[src/rtl/opti_divider.sv]
// Signed Q2.22 / Q2.22 divider: restoring radix-2, one quotient bit per cycle,
// truncation toward zero with saturation to the Q2.22 range.
module opti_divider (
   input  logic        clk,
   input  logic        rst_n,
   input  logic        valid_in,
   output logic        in_ready,
   input  logic [23:0] a,
   input  logic [23:0] b,
   output logic        valid_out,
   input  logic        out_ready,
   output logic [23:0] p,
   output logic        div_zero,
   output logic        sat
);
   localparam int          NUM_W = 46;
   localparam int          ITERS = 46;
   localparam logic [23:0] Q_MAX = 24'h7FFFFF;
   localparam logic [23:0] Q_MIN = 24'h800000;

   typedef enum logic [1:0] {IDLE, CALC, DONE} state_t;

   state_t             state_reg;
   logic               sign_reg;
   logic [NUM_W-1:0]   num_reg;
   logic [23:0]        abs_b_reg;
   logic [24:0]        rem_reg;
   logic [NUM_W-1:0]   q_reg;
   logic [5:0]         cnt_reg;
   logic [23:0]        p_reg;
   logic               valid_out_reg;
   logic               div_zero_reg;
   logic               sat_reg;

   logic [23:0]        abs_a;
   logic [23:0]        abs_b;
   logic [24:0]        rem_shift;
   logic               rem_ge;
   logic [24:0]        rem_next;
   logic [NUM_W-1:0]   q_next;
   logic [23:0]        p_next;
   logic               sat_next;

   assign abs_a     = a[23] ? 24'(~a + 24'd1) : a;
   assign abs_b     = b[23] ? 24'(~b + 24'd1) : b;
   assign in_ready  = (state_reg == IDLE);
   assign valid_out = valid_out_reg;
   assign p         = p_reg;
   assign div_zero  = div_zero_reg;
   assign sat       = sat_reg;

   // The remainder stays below |b| < 2^24, so 25 bits hold the shifted value.
   always_comb begin
      rem_shift       = {rem_reg[23:0], num_reg[cnt_reg]};
      rem_ge          = (rem_shift >= {1'b0, abs_b_reg});
      rem_next        = rem_ge ? (rem_shift - {1'b0, abs_b_reg}) : rem_shift;
      q_next          = q_reg;
      q_next[cnt_reg] = rem_ge;

      sat_next = 1'b0;
      p_next   = sign_reg ? 24'(~q_next[23:0] + 24'd1) : q_next[23:0];
      if (!sign_reg && (q_next > 46'h7FFFFF)) begin
         p_next   = Q_MAX;
         sat_next = 1'b1;
      end else if (sign_reg && (q_next > 46'h800000)) begin
         p_next   = Q_MIN;
         sat_next = 1'b1;
      end
   end

   always_ff @(posedge clk or negedge rst_n) begin
      if (!rst_n) begin
         state_reg     <= IDLE;
         sign_reg      <= 1'b0;
         num_reg       <= '0;
         abs_b_reg     <= '0;
         rem_reg       <= '0;
         q_reg         <= '0;
         cnt_reg       <= '0;
         p_reg         <= '0;
         valid_out_reg <= 1'b0;
         div_zero_reg  <= 1'b0;
         sat_reg       <= 1'b0;
      end else begin
         case (state_reg)
            IDLE: begin
               if (valid_in) begin
                  if (b == 24'd0) begin
                     p_reg         <= a[23] ? Q_MIN : Q_MAX;
                     div_zero_reg  <= 1'b1;
                     sat_reg       <= 1'b1;
                     valid_out_reg <= 1'b1;
                     state_reg     <= DONE;
                  end else begin
                     sign_reg  <= a[23] ^ b[23];
                     num_reg   <= {abs_a, 22'd0};
                     abs_b_reg <= abs_b;
                     cnt_reg   <= 6'(ITERS - 1);
                     rem_reg   <= '0;
                     q_reg     <= '0;
                     state_reg <= CALC;
                  end
               end
            end
            CALC: begin
               rem_reg <= rem_next;
               q_reg   <= q_next;
               cnt_reg <= cnt_reg - 6'd1;
               // Last bit goes straight into the output register.
               if (cnt_reg == 6'd0) begin
                  p_reg         <= p_next;
                  sat_reg       <= sat_next;
                  div_zero_reg  <= 1'b0;
                  valid_out_reg <= 1'b1;
                  state_reg     <= DONE;
               end
            end
            DONE: begin
               if (out_ready) begin
                  valid_out_reg <= 1'b0;
                  state_reg     <= IDLE;
               end
            end
            default: state_reg <= IDLE;
         endcase
      end
   end
endmodule

[config.mk]
export PLATFORM = sky130hd
export DESIGN_NAME = opti_divider
export DESIGN_NICKNAME = d
export VERILOG_FILES = /design/src/rtl/opti_divider.sv
export SDC_FILE = /design/constraint.sdc
export NUM_CORES = 1
export LEC_CHECK = 0
export BUFFER_PORTS_ARGS = -buffer_cell sky130_fd_sc_hd__buf_4
export CELL_PAD_IN_SITES_DETAIL_PLACEMENT = 0
export CELL_PAD_IN_SITES_GLOBAL_PLACEMENT = 1
export CORE_MARGIN = 1
export CORE_UTILIZATION = 42
export CTS_BUF_LIST = sky130_fd_sc_hd__clkbuf_4 sky130_fd_sc_hd__clkbuf_8 sky130_fd_sc_hd__clkbuf_16
export DETAILED_ROUTE_END_ITERATION = 10
export GPL_TIMING_DRIVEN = 0
export PLACE_DENSITY = 0.77
export SETUP_SLACK_MARGIN = 0.2
export SYNTH_ARGS = -nofsm -noshare
export SYNTH_HDL_FRONTEND = slang
export SYNTH_SLANG_ARGS = --single-unit
[constraint.sdc]
create_clock -name clk -period 8.2 [get_ports clk]
set_input_delay 2.05 -clock clk [delete_from_list [all_inputs] [get_ports clk]]
set_output_delay 2.05 -clock clk [all_outputs]
set_load 0.01 [all_outputs]
After elaboration in Yosys (flattened, before gate mapping)
Index checks and enable logic that the tools add are counted.

operators by class
  equality and inequality tests = 7
  add/subtract/negate cells = 5
  order comparisons = 5
  muxes and demuxes = 41
  reduce and logical (&&, ||, !) cells = 14
  bitwise logic cells = 5

operator list
  kind                   count
  $mux 24                12
  $pmux 24 s2            2
  $mux 46                2
  $pmux 46 s2            1
  $add 24x1->24 const B  3
  $not 24->24            3
  $bwmux 46              1
  $gt 46x23->1 const B   1
  $gt 46x24->1 const B   1
  $ge 25x24->1           1
  $logic_not 24->1       1
  $sub 24x24->24         1
  $mux 6                 2
  $pmux 6 s2             1
  $mux 1                 10
  $reduce_and 3->1       3
  $mux 2                 4
  $ne 2x2->1 const B     4
  $lt 6x7->1 const B     1
  $bmux 1 s6             1
  $demux 1 s6            1
  $ge 6x1->1 const B     1
  $logic_not 6->1        1
  $pmux 2 s3             1
  other kinds (15)       18

storage, ports and cells
  bits in registers = 154
  logic and storage cells = 88
  bits of input ports = 52
  output and inout bits = 28

Logic depth before layout (Yosys ltp)
Gate-level depths: netlist (run 1).

  depth after elaboration = 12
  mapped depth = 29
  mapped depth without buffers = 22

Least setup slack after synthesis (run 1)
OpenSTA, ideal clock, no wires.

  kind = register -> register
  start point = reg cnt_reg[0]
  end point = reg p_reg[23], in the netlist p[23]
  setup slack = 2.223 ns
  setup time = 0.126 ns
  cell stages (with the launch flop) = 29
  data required time = 8.074 ns
  period minus slack after synthesis = 5.977 ns
  arrival = 5.851 ns
  buffers on the path = 8
  cells stage by stage = dfrtp_1 buf_2 clkbuf_1 buf_1 mux2i_1 nor2_1 a311oi_1 a21oi_1 o21ai_0 nand3_1 a21oi_1 ha_1 nor2b_1 o31a_1 o31a_1 o311ai_2 buf_4 and2_1 buf_2 clkbuf_1 clkbuf_1 o21a_1 ha_1 nand4_2 or4b_4 a31oi_4 nor2b_1 buf_6 a221o_1

between the ends
  longest elaborated chain between the ends = 12
  elaborated cells between the ends (all ways) = 23
  those cells by class = 1 x add/sub; 5 x order compare; 1 x eq/ne; 10 x mux; 1 x bitwise; 5 x reduce/logical

ends and longest elaborated chain
  element                                                RTL line  source
  from (decl)                                            29        logic [5:0] cnt_reg;
  from (signal assigned)                                 98        cnt_reg <= 6'(ITERS - 1);
  from (signal assigned)                                 108       cnt_reg <= cnt_reg - 6'd1;
  branches (longest 12 deep; another with $gt 46x24->1)  n/a
  to (signal assigned)                                   89        p_reg <= a[23] ? Q_MIN : Q_MAX;
  to (signal assigned)                                   111       p_reg <= p_next;
  to (decl)                                              30        logic [23:0] p_reg;

Parallel ways; which one is timed is not known. The select of a mux whose other input is x is not followed.
A chain may end at the register's enable or synchronous reset.

Final worst setup path (run 1)
  start point = reg cnt_reg[1]
  end point = reg p_reg[18], in the netlist p[18]

The elaborated chain is that of the path after synthesis.

==> run metrics, run 1 <==
number of cells on the worst reg-to-reg path 25; via count 9771; Arrival @ worst endpoint 7.70 ns; share of the clock period used by the worst path 0.896; hold bufs inserted after CTS 0; final count of pins violating max slew 0; Avg Synthesized Cell Area 8.27 µm²; worst flop-to-flop path endpoint p[18]; run status finished clean; maximum net fanout on the critical path 10; number of flip-flops under the largest register name 46; number of antenna violations at the first check in global routing 0; Design Power 0.00515 W; sort of element at the end of the critical path flop; class of the tightest hold or removal check flop to flop; commonest cells in the netlist 167 x o21ai_0, 165 x nand2_1, 154 x dfrtp_1, 98 x nor2_1, 95 x a21oi_1; insertion delay of the later-clocked pin in the worst-skew pair 0.43 ns; DRC violation count after routing 0; Top-Level Pins 80; final number of setup-violating endpoints 0; maximum number of pins on one net before global-route repair 96; vias in the first global route 9407; library cell occupying the most area in the post-synthesis netlist dfrtp_1; layout cells sized above 1 0.123; final critical delay including setup and external delays 7.35 ns; fraction of post-synthesis cell area in the top cell type by area 0.373; antenna cells 0; DR pass1 iterations 5; peak ir drop on the vdd network 0.224 mV; Total Neg Setup Slack 0 ns; clock tree from TritonCTS done; maximum root-to-sink buffer count 2; FILL cells 2466; number of flops mapped to enable cells by yosys 0; total leakage power 5.09 nW; Worst Hold Slack 0.480 ns; Std-Cell Core Area 24200 µm²; R2R Path Start cnt_reg[1]; Tightest Pin Transition 1.17 ns; area of the die 25300 µm²; number of rows created at floorplan 57; Synth-to-Final Area Change 15.6%; detailed placer's ending HPWL 25.0 mm; fraction of the core area covered by cells at the end of the flow 0.493; remaining max-slew budget at the tightest pin 0.214; count of port buffers added during placement 79; RSZ-0062 raised after global routing no; Die Y-Extent 159 µm; total routing usage reported by global routing 0.269; post-route clock skew 0.0123 ns; Critical Path End p[18]; Root Buffer clkbuf_16; Synth Warn # 0; count of mapped cells out of synthesis 1251; fmax 136 MHz; gp weighted congestion 0.963; Antenna Nets Post-Route 0; critical setup path kind flop to flop; CTS buffer count 17; FFs w/ async S/R, synth 1.00; initial core utilization 0.426; crit path launch type flop; sequential element share of the synthesized area 0.373; number of design-rule violations left by the first detailed-router iteration 918; NumNets Final 1430; leading cell type by number of instances after synthesis o21ai_0; CTS Sinks 154; distinct cell type count of the synthesized netlist 84; total routed wirelength 33.6 mm; clock-pin slew of the registers on the worst-case setup and hold paths 0.07 ns; Area contributors post-synth dfrtp_1 37%, o21ai_0 8.1%, nand2_1 6.0%, a21oi_1 4.6%, xor2_1 4.2%; first-pass GRT wire length 53.4 mm; CP Launch Point cnt_reg[1]; ys flop type dfrtp_1; Seq cells post-synth 154; power per standard cell area 431 nW/µm²; gr ovfl total 0; Required @ worst endpoint 8.55 ns; max_cap viols 0; H-tree levels 4; R2R Setup Slk 0.85 ns; Die X 159 µm; Routed wire per std cell 19.9 µm; via density per instance 5.80; netlist area before placement 10300 µm²; endpoints failing hold 0; Syn Nets 1332
-- worst max-delay path: stages, from the launching register on --
cell and delay, ns:
dfrtp_1 0.47, buf_2 0.26, clkbuf_1 0.51, clkbuf_2 0.41, mux2i_1 0.24, o211ai_1 0.10, o21ai_0 0.11, nand2_1 0.07
a21oi_1 0.27, ha_1 0.23, nor2b_1 0.06, o31a_1 0.27, o31a_1 0.31, o311ai_2 0.46, buf_4 0.28, nand2_2 0.23
buf_1 0.40, a31oi_1 0.62, ha_1 0.33, o21ai_0 0.26, nor2_1 0.21, nand3_1 0.14, or4_1 0.47, o21ai_0 0.22
xnor2_1 0.11, a211oi_2 0.22
-- cells in the final DEF (no fill, tap or decap), drive strengths merged, types with 5 or more instances in the layout --
| cell type | Yosys | layout |
|---|---|---|
| o21ai | 174 | 174 |
| a21boi | 6 | 6 |
| a22o | 13 | 13 |
| buf | 19 | 98 |
| clkinvlp | 0 | 5 |
| nand2 | 166 | 166 |
| or2 | 7 | 7 |
| nor2 | 98 | 98 |
| ha | 28 | 28 |
| or3 | 14 | 14 |
| mux2i | 9 | 9 |
| o21bai | 6 | 6 |
| a31oi | 14 | 14 |
| or4 | 5 | 5 |
| dfrtp | 154 | 154 |
| a21o | 10 | 10 |
| a22oi | 11 | 11 |
| xnor2 | 35 | 35 |
| a32oi | 9 | 9 |
| nor2b | 10 | 10 |
| o21a | 8 | 8 |
| nand2b | 8 | 8 |
| nor4 | 5 | 5 |
| nor3b | 6 | 6 |
| nand4 | 11 | 11 |
| and2 | 8 | 8 |
| o22ai | 11 | 11 |
| or4b | 5 | 5 |
| a21oi | 96 | 96 |
| o41ai | 9 | 9 |
| nand3 | 20 | 20 |
| o31ai | 22 | 22 |
| xor2 | 49 | 49 |
| clkbuf | 67 | 84 |
| a211oi | 24 | 24 |
| inv | 43 | 51 |
| nor3 | 15 | 15 |
-- kinds of logic (layout without fill, tap and decap cells) --
| family | after synthesis | in the layout | synth area share |
|---|---|---|---|
| fa+ha+maj | 29 | 29 | 0.0358 |
| simple gates | 392 | 392 | 0.180 |
| buf+inv | 129 | 240 | 0.0501 |
| mux | 11 | 11 | 0.0120 |
| compound gates | 452 | 452 | 0.279 |
| xor+xnor | 84 | 84 | 0.0712 |
| flops | 154 | 154 | 0.373 |
-- metal layers --
layer | vias up | global-route usage | routed length (µm)
met3 | 55 | 0.0502 | 2210
li1 | 4708 | - | -
met1 | 4675 | 0.388 | 16000
met2 | 333 | 0.409 | 14600
met5 | - | 0 | 0
met4 | 0 | 0.0809 | 751
-- worst min path at each step --
stage	from	to	cells after the start
finish	num_reg[28]	num_reg[28]	2
global route	abs_b_reg[19]	abs_b_reg[19]	2
CTS	num_reg[36]	num_reg[36]	2
detailed placement	num_reg[36]	num_reg[36]	2
global placement	num_reg[23]	num_reg[23]	2
floorplan	q_reg[0]	q_reg[0]	2
-- stage by stage --
step | worst slack (ns) | std cells | cell area, µm²
after floorplan | 2.22 | 1251 | 10300
after CTS | 0.239 | 1687 | 12000
after detailed placement | 0.251 | 1655 | 11400
after global routing | 0.475 | 1686 | 12000
final | 0.852 | 1686 | 12000
after global placement | 0.0945 | 1654 | 11300
-- area by class of cell --
type | instances | area, µm² | share of cell area
clock inverters | 15 | 155 | 0.0130
clock buffers | 17 | 425 | 0.0356
plain buffers | 85 | 357 | 0.0298
repair buffers | 80 | 628 | 0.0525
inverters | 43 | 161 | 0.0135
flip-flops and latches | 154 | 3850 | 0.322
multi-input cells | 968 | 5970 | 0.499
well taps | 324 | 405 | 0.0339
-- where the power goes --
| group | switching [W] | internal [W] |
|---|---|---|
| sequential | 0.000180 | 0.00104 |
| combinational | 0.00204 | 0.00110 |
| clock | 0.000389 | 0.000407 |
| total | 0.00261 | 0.00254 |
-- repair_timing --
action / CTS / global route
resized for setup: 0 / 5
setup buffers: 0 / 0
endpoints found under the setup margin: 0 / 24
(Power assumes the default switching activity.)
==> run 2: changes to the inputs <==
CORE_ASPECT_RATIO = 0.7   (was default)
==> run 2 against run 1 <==
  * Total power increased by 3.8%
  * Clock power increased by 9.9%
  * Core utilization increased by 1.0 points
  * First-iteration DRC count increased by 17%
  * Design area increased by 0.49%
  * Via count increased by 2.4%
  * Critical path depth increased by 4
  * Highest routed layer unchanged
  * Sequential cell count unchanged
  * Die area about the same
  * Critical path type unchanged
  * Clock skew increased by 0.0039 ns
  * Maximum frequency decreased by 4.5%
  * Largest cell class unchanged
  * Sequential share of layout area decreased by 0.16 points
==> run metrics, run 2 (synthesis gave the netlist of run 1 again) <==
remaining max-slew budget at the tightest pin 0.183 (was 0.214); crit path launch type flop (unchanged); category of cells accounting for the largest share of critical-path delay compound AO/OA/AOI/OAI gates (unchanged); Routed wire per std cell 21.1 µm (was 19.9 µm); H-tree levels 4 (unchanged); CP bufs+invs 7 (was 5); class of the tightest hold or removal check flop to flop (unchanged); area of the multi-input gates 5970 µm² (unchanged); initial core utilization 0.433 (was 0.426); fmax 130 MHz (was 136 MHz); cells resized by post-CTS repair 1 (was 0); layout cells sized above 1 0.125 (was 0.123); clock tree from TritonCTS done (unchanged); fraction of the core area covered by cells at the end of the flow 0.503 (was 0.493); total routed wirelength 35.5 mm (was 33.6 mm); Die X 190 µm (was 159 µm); DRC violation count after routing 0 (unchanged); number of rows created at floorplan 47 (was 57); number of cells on the worst reg-to-reg path 29 (was 25); endpoints failing hold 0 (unchanged); DR pass1 iterations 5 (unchanged); Antenna Nets Post-Route 0 (unchanged); Top-Level Pins 80 (unchanged); CTS buffer count 17 (unchanged); critical setup path kind flop to flop (unchanged); vias in the first global route 9164 (was 9407); Total Neg Setup Slack 0 ns (unchanged); NumNets Final 1431 (was 1430); final critical delay including setup and external delays 7.69 ns (was 7.35 ns); max_cap viols 0 (unchanged); number of antenna violations at the first check in global routing 0 (unchanged); final number of setup-violating endpoints 0 (unchanged); Std-Cell Core Area 23900 µm² (was 24200 µm²); insertion delay of the later-clocked pin in the worst-skew pair 0.45 ns (was 0.43 ns); Die Y-Extent 133 µm (was 159 µm); clock-pin slew of the registers on the worst-case setup and hold paths 0.06 ns (was 0.07 ns); RSZ-0062 raised after global routing no (unchanged); total leakage power 5.15 nW (was 5.09 nW); delay of the slowest critical-path stage 0.52 ns (was 0.62 ns); detailed placer's ending HPWL 26.5 mm (was 25.0 mm); gr ovfl total 0 (unchanged); number of design-rule violations left by the first detailed-router iteration 1072 (was 918); gp weighted congestion 0.952 (was 0.963); number of cells on the worst hold path 2 (unchanged); sort of element at the end of the critical path flop (unchanged); final count of pins violating max slew 0 (unchanged); Crit. path cell count 29 (was 25); share of the clock period used by the worst path 0.938 (was 0.896); cell with the biggest individual delay on the critical path or4_1 (was a31oi_1); maximum net fanout on the critical path 10 (unchanged); register area 3850 µm² (unchanged); count of port buffers added during placement 79 (unchanged); Root Buffer clkbuf_16 (unchanged); CTS Sinks 154 (unchanged); buffers inserted during post-CTS setup optimization 0 (unchanged); most frequent cells in the layout 167 x o21ai_0, 165 x nand2_1, 154 x dfrtp_1 (unchanged); power per standard cell area 445 nW/µm² (was 431 nW/µm²); peak ir drop on the vdd network 0.226 mV (was 0.224 mV); post-route clock skew 0.0162 ns (was 0.0123 ns); maximum number of pins on one net before global-route repair 109 (was 96); Worst Hold Slack 0.481 ns (was 0.480 ns); via density per instance 5.95 (was 5.80); area of the die 25300 µm² (about the same); run status finished clean (unchanged); FILL cells 2424 (was 2466); number of flip-flops under the largest register name 46 (unchanged); Arrival @ worst endpoint 8.04 ns (was 7.70 ns); via count 10000 (was 9771); Synth-to-Final Area Change 16.2% (was 15.6%); Required @ worst endpoint 8.55 ns (about the same); Tightest Pin Transition 1.22 ns (was 1.17 ns); Design Power 0.00535 W (was 0.00515 W); total routing usage reported by global routing 0.287 (was 0.269); antenna cells 0 (unchanged); most frequent standard cell in the layout excluding fill and tap cells o21ai_0 (unchanged); first-pass GRT wire length 54.7 mm (was 53.4 mm); maximum root-to-sink buffer count 2 (unchanged); hold bufs inserted after CTS 0 (unchanged)
-- run 2: routing by layer --
metal / track usage / routed length (µm)
met5: 0.00577 / 0
met4: 0.0712 / 427
met3: 0.0811 / 3610
met2: 0.373 / 13800
met1: 0.452 / 17700
-- run 2: where the power goes --
group / internal (W) / total [W] / switching, W
Sequential: 0.00104 / 0.00122 / 0.000180
Clock: 0.000537 / 0.000874 / 0.000337
Combinational: 0.00110 / 0.00326 / 0.00215
Total: 0.00268 / 0.00535 / 0.00267
-- run 2: metrics by stage --
| stage | instances | instance area, µm² | setup slack, ns |
|---|---|---|---|
| final | 1681 | 12000 | 0.505 |
| after global routing | 1681 | 12000 | 0.221 |
| after CTS | 1681 | 12000 | 0.289 |
| after detailed placement | 1649 | 11400 | 0.0938 |
| after global placement | 1648 | 11300 | 0.134 |
| after floorplan | 1251 | 10300 | 2.22 |
-- run 2: final cells by class --
type                       count  share of cell area
buffer                        86              0.0302
clock buffer                  22              0.0396
clock inverter                10              0.0137
inverter                      43              0.0134
multi-input combinational    968               0.497
sequential                   154               0.321
tap                          318              0.0331
timing repair buffer          80              0.0523
-- run 2: worst register-to-register path, delay by kind of cell, from the launching register on --
| kind | cells | cell delay (ns) |
|---|---|---|
| flops | 1 | 0.32 |
| fa+ha+maj | 2 | 0.49 |
| xor+xnor | 1 | 0.12 |
| simple gates | 7 | 1.24 |
| compound gates | 11 | 2.85 |
| mux | 1 | 0.26 |
| buf+inv | 7 | 2.34 |
-- run 2: final timing paths --
| kind | slack [ns] | endpoint | startpoint |
|---|---|---|---|
| max in group asynchronous | 5.81 | num_reg[33] | rst_n |
| setup reg to reg | 0.51 | p[18] | cnt_reg[0] |
| setup / recovery | 0.51 | p[18] | cnt_reg[0] |
| hold / removal | 0.48 | num_reg[33] | num_reg[33] |
| hold reg to reg | 0.48 | num_reg[33] | num_reg[33] |
| min in group asynchronous | 1.52 | abs_b_reg[18] | rst_n |
